==> src/rtl/insn_decoder_pkg.sv <==
// Shared definitions for the comproc instruction decoder: ALU function codes,
// A-operand source codes and the decoded control bundle.
package insn_decoder_pkg;

  localparam logic [5:0] ALU_A   = 6'h00;
  localparam logic [5:0] ALU_INC = 6'h01;
  localparam logic [5:0] ALU_B   = 6'h0F;
  localparam logic [5:0] ALU_AND = 6'h10;
  localparam logic [5:0] ALU_ADD = 6'h20;

  localparam logic [1:0] SRC_STK0 = 2'd0;
  localparam logic [1:0] SRC_FP   = 2'd1;
  localparam logic [1:0] SRC_IP   = 2'd2;
  localparam logic [1:0] SRC_CSTK = 2'd3;

  typedef struct packed {
    logic        imm;
    logic        sign;
    logic [15:0] imm_mask;
    logic [1:0]  src_a;
    logic [5:0]  alu_sel;
    logic        wr_stk1;
    logic        pop;
    logic        push;
    logic        load_stk;
    logic        load_fp;
    logic        load_ip;
    logic        ind_jmp;
    logic        cpop;
    logic        cpush;
    logic        byt;
    logic        rd_mem;
    logic        wr_mem;
  } dec_t;

  function automatic dec_t dec_nop();
    dec_t d;
    d          = '0;
    d.imm_mask = 16'h0000;
    d.src_a    = SRC_STK0;
    d.alu_sel  = ALU_A;
    return d;
  endfunction

endpackage

==> src/rtl/insn_decoder.sv <==
// comproc instruction decoder: 16-bit word to datapath controls.
// Define DECODER_OUTREG_EN to register all outputs (async reset to NOP).
module insn_decoder
  import insn_decoder_pkg::*;
(
  input  logic        clk,
  input  logic        rst_n,
  input  logic [15:0] insn,
  output logic        imm,
  output logic        sign,
  output logic [15:0] imm_mask,
  output logic [1:0]  src_a,
  output logic [5:0]  alu_sel,
  output logic        wr_stk1,
  output logic        pop,
  output logic        push,
  output logic        load_stk,
  output logic        load_fp,
  output logic        load_ip,
  output logic        ind_jmp,
  output logic        cpop,
  output logic        cpush,
  output logic        byt,
  output logic        rd_mem,
  output logic        wr_mem
);

  dec_t dec_s;
  dec_t dec_out_s;
  logic is_st_s;

  // Decode the instruction word into the control bundle.
  always_comb begin
    dec_s   = dec_nop();
    is_st_s = 1'b0;
    if (insn[15]) begin
      dec_s.imm      = 1'b1;
      dec_s.imm_mask = 16'h7fff;
      dec_s.alu_sel  = ALU_B;
      dec_s.push     = 1'b1;
      dec_s.load_stk = 1'b1;
    end else begin
      case (insn[14:12])
        3'b000: begin
          dec_s.imm      = 1'b1;
          dec_s.sign     = insn[11];
          dec_s.imm_mask = 16'h0ffe;
          dec_s.src_a    = SRC_IP;
          dec_s.alu_sel  = ALU_ADD;
          dec_s.load_ip  = 1'b1;
          dec_s.cpush    = insn[0];
        end
        3'b010, 3'b011, 3'b100: begin
          dec_s.imm  = 1'b1;
          dec_s.sign = insn[9];
          // Base codes 01/10/11 line up with SRC_FP/IP/CSTK.
          if (insn[11:10] == 2'b00) begin
            dec_s.src_a   = SRC_STK0;
            dec_s.alu_sel = ALU_B;
          end else begin
            dec_s.src_a   = insn[11:10];
            dec_s.alu_sel = ALU_ADD;
          end
          if (insn[14:12] == 3'b100) begin
            dec_s.imm_mask = 16'h03fe;
            dec_s.byt      = 1'b0;
            is_st_s        = insn[0];
          end else begin
            dec_s.imm_mask = 16'h03ff;
            dec_s.byt      = 1'b1;
            is_st_s        = insn[12];
          end
          if (is_st_s) begin
            dec_s.wr_mem = 1'b1;
            dec_s.pop    = 1'b1;
          end else begin
            dec_s.rd_mem   = 1'b1;
            dec_s.push     = 1'b1;
            dec_s.load_stk = 1'b1;
          end
        end
        3'b110: begin
          case (insn[11:10])
            2'b00: begin
              dec_s.imm      = 1'b1;
              dec_s.imm_mask = 16'h03ff;
              dec_s.alu_sel  = ALU_B;
              dec_s.load_ip  = 1'b1;
              dec_s.ind_jmp  = 1'b1;
              dec_s.cpush    = 1'b1;
              dec_s.rd_mem   = 1'b1;
            end
            2'b01: begin
              dec_s.imm      = 1'b1;
              dec_s.sign     = insn[9];
              dec_s.imm_mask = 16'h03ff;
              dec_s.src_a    = SRC_FP;
              dec_s.alu_sel  = ALU_ADD;
              dec_s.load_fp  = 1'b1;
            end
            default: dec_s = dec_nop();
          endcase
        end
        3'b111: begin
          if (!insn[11]) begin
            dec_s.load_stk = 1'b1;
            if (insn[7]) begin
              dec_s.alu_sel = ALU_B;
              dec_s.push    = 1'b1;
            end else begin
              dec_s.alu_sel = insn[5:0];
              dec_s.pop     = insn[6];
            end
          end else begin
            case (insn)
              16'h7800: begin
                dec_s.src_a   = SRC_CSTK;
                dec_s.load_ip = 1'b1;
                dec_s.cpop    = 1'b1;
              end
              16'h7808, 16'h7809: begin
                dec_s.load_stk = 1'b1;
                dec_s.rd_mem   = 1'b1;
                dec_s.byt      = insn[0];
              end
              16'h780C, 16'h780D, 16'h780E, 16'h780F: begin
                dec_s.wr_stk1  = 1'b1;
                dec_s.pop      = 1'b1;
                dec_s.load_stk = ~insn[1];
                dec_s.wr_mem   = 1'b1;
                dec_s.byt      = insn[0];
              end
              default: dec_s = dec_nop();
            endcase
          end
        end
        default: dec_s = dec_nop();
      endcase
    end
  end

`ifdef DECODER_OUTREG_EN
  dec_t dec_r;

  // Output register stage; reset forces the NOP bundle.
  always_ff @(posedge clk or negedge rst_n) begin
    if (!rst_n) begin
      dec_r <= dec_nop();
    end else begin
      dec_r <= dec_s;
    end
  end

  assign dec_out_s = dec_r;
`else
  logic unused_s;
  assign unused_s  = &{1'b0, clk, rst_n};
  assign dec_out_s = dec_s;
`endif

  assign imm      = dec_out_s.imm;
  assign sign     = dec_out_s.sign;
  assign imm_mask = dec_out_s.imm_mask;
  assign src_a    = dec_out_s.src_a;
  assign alu_sel  = dec_out_s.alu_sel;
  assign wr_stk1  = dec_out_s.wr_stk1;
  assign pop      = dec_out_s.pop;
  assign push     = dec_out_s.push;
  assign load_stk = dec_out_s.load_stk;
  assign load_fp  = dec_out_s.load_fp;
  assign load_ip  = dec_out_s.load_ip;
  assign ind_jmp  = dec_out_s.ind_jmp;
  assign cpop     = dec_out_s.cpop;
  assign cpush    = dec_out_s.cpush;
  assign byt      = dec_out_s.byt;
  assign rd_mem   = dec_out_s.rd_mem;
  assign wr_mem   = dec_out_s.wr_mem;

endmodule

==> config.mk <==
export PLATFORM = sky130hd
export DESIGN_NAME = insn_decoder
export DESIGN_NICKNAME = d
export VERILOG_FILES = /design/src/rtl/insn_decoder_pkg.sv /design/src/rtl/insn_decoder.sv
export SDC_FILE = /design/constraint.sdc
export NUM_CORES = 1
export LEC_CHECK = 0
export CAP_MARGIN = 30
export CORE_AREA = 3 3 40 42
export DETAILED_ROUTE_END_ITERATION = 7
export DIE_AREA = 0 0 43 45
export DONT_BUFFER_PORTS = 1
export GPL_ROUTABILITY_DRIVEN = 0
export PLACE_DENSITY = 0.75
export RECOVER_POWER = 50
export SLEW_MARGIN = 20
export SYNTH_ARGS = -nofsm -noshare
export SYNTH_HDL_FRONTEND = slang
export SYNTH_SLANG_ARGS = --single-unit
==> constraint.sdc <==
create_clock -name vclk -period 1.9
set_input_delay 0.38 -clock vclk [all_inputs]
set_output_delay 0.38 -clock vclk [all_outputs]
set_load 0.05 [all_outputs]
==> flow_summary_export.csv <==
group,metric,value,unit
synth,netlist_top_cells_area,"buf_4 15%, a21oi_1 12%, nor2_1 7.6%",
routing,drtIter0Drc,14,
timing,rsz0062_at_grt,"true",
routing,first_pass_iters,4,
synth,avgSynthCellArea,6.07,sq um
final_layout,antenna_cells,0,
grt,grt_busiest_layer,"met2",
synth,synth_fp_nets,132,
power_and_ir_drop,peakVddDrop,0.000160,V
grt,gr-usage-met3,5.98,%
final_layout,design_area,0.00107,sq mm
worst_setup_path,arrival,1.90,ns
die,die_height,45,um
clocking,ctsHoldBuffers,0,
synth,synthMuxAreaShare,0,%
place,place_ws,-0.452,ns
synth,synth_top_family_by_area,"simple AND/OR/NAND/NOR gates",
timing,min_period,2.28,ns
worst_setup_path,cp-end-kind,"primary output",
worst_setup_path,startpoint_type,"primary input",
worst_setup_path,critPathRequiredTime,1.52,ns
routing,wirelength,2.41,mm
grt,grt_first_pass_wirelength,3.93,mm
final_layout,seq_cells,0,
worst_setup_path,crit_type,"in2out",
status,outcome,"finished, violations left",
synth,syn-instance-count,114,
synth,synthAdderAreaFrac,0,%
synth,synth_area,692,sq um
worst_hold_path,worstHoldPathType,"in2out",
status,violations,"negative setup slack",
timing,slew_headroom,42.6,%
run,drv_cap,0,
grt,antenna_found_initial,0,
synth,synth_top_area_cell,"buf_4",
synth,yosysSeqAreaShare,0,%
grt,grt.met2_usage,47.0,%
routing,drc,0,
grt,grtUsageTotal,25.2,%
die,die_area,0.00194,sq mm
die,initial_core_util,53.8,%
routing,ant_nets,0,
timing,slew_viol_final,0,
synth,synth-xor-area-share,0,%
final_layout,seqCellArea,0,sq um
final_layout,num-clock-buffers,0,
final_layout,post-route-util,83.2,%
grt,overflow,0,
timing,period_share,120,%
final_layout,mostFrequentLayoutCells,"13 x nor2_1, 10 x a21oi_1, 10 x buf_12",
power_and_ir_drop,power.density,288,mW/mm^2
synth,yosys_warnings,0,
synth,synthSimpleGateAreaFrac,41.8,%
power_and_ir_drop,leakagePower,0.000407,uW
grt,grt_start_max_net_pins,20,
timing,fin_ws,-0.380,ns
final_layout,layout-drive-gt1-share,51.3,%
routing,vias,856,
timing,fmax,439,MHz
routing,wire_per_inst,18.5,um
final_layout,layout_commonest_cell,"nor2_1",
synth,synth_compound_area_share,32.4,%
timing,whs,0.761,ns
die,ioPinCount,56,
timing,setup_viol,10,
synth,synth_cell_types,38,
final_layout,nets,135,
synth,synth_top_area_share,15.2,%
place,place_area,0.00103,sq mm
grt,use_met1,30.1,%
timing,worst_slew_pin_slew,0.856,ns
power_and_ir_drop,power,308,uW
worst_setup_path,crit_path_max_fanout,3,
place,io_buffers,0,
timing,hold_viol,0,
place,dpl.hpwl,1.70,mm
die,fp.dieW,43,um
die,row_count,13,
final_layout,syn_to_final_growth,54.4,%
grt,grt_pass1_vias,843,
routing,via_per_inst,6.58,
die,core_area,0.00128,sq mm
## path summary, 6_finish.rpt
check / startpoint / endpoint / slack [ns] / depth (start not counted)
setup / recovery: insn[6] / pop / -0.38 / 5
hold / removal: insn[15] / imm_mask[14] / 0.76 / 0
## repair_timing
| item | in CTS | in global routing |
|---|---|---|
| resized for setup | 7 | 5 |
| setup buffers | 1 | 2 |
| endpoints found under the setup margin | 10 | 10 |
| pin swaps | 8 | 4 |
| gates cloned | 0 | 0 |
## metrics by stage
| stage | TNS (ns) | std cells |
|---|---|---|
| after floorplan | -2.90 | 114 |
| after global placement | -2.11 | 128 |
| after detailed placement | -2.37 | 128 |
| after CTS | -2.32 | 129 |
| after global routing | -2.90 | 130 |
| final | -2.43 | 130 |
## cell families (layout without fill, tap and decap cells)
kind of cell / Yosys count / after routing
AND/OR/NAND/NOR: 50 / 50
AO/OA/AOI/OAI: 36 / 36
other: 1 / 1
buffers and inverters: 27 / 28
## synthesized netlist by cell type (all sizes together), types with 3 or more instances
library cell / instances
a21o: 3
a21oi: 16
buf: 17
clkbuf: 5
inv: 5
nand2: 7
nand2b: 3
nor2: 14
nor3: 7
o21ai: 8
or2: 3
## worst max-delay path, stage by stage
cell and delay (ns):
or4bb_4 0.55, nor4_4 0.34, nand2_2 0.13, a311oi_4 0.32, buf_12 0.18
## report_power, final
group | total [uW] | internal [uW] | switching (uW)
clock | 0 | 0 | 0
sequential | 0 | 0 | 0
combinational | 308 | 92.8 | 215
## cell type report
cell class,instances,area (sq um)
timing repair buffer,23,304
tap,15,18.8
inverter,5,23.8
fill,69,216
multi-input combinational,87,722
## layer usage
metal  up-vias  share of wire, %
met4         0               1.7
met3         7                11
li1        400                 -
met5         -                 0
met2        58                50
met1       391                38
Power figures use the tool's default switching activity.
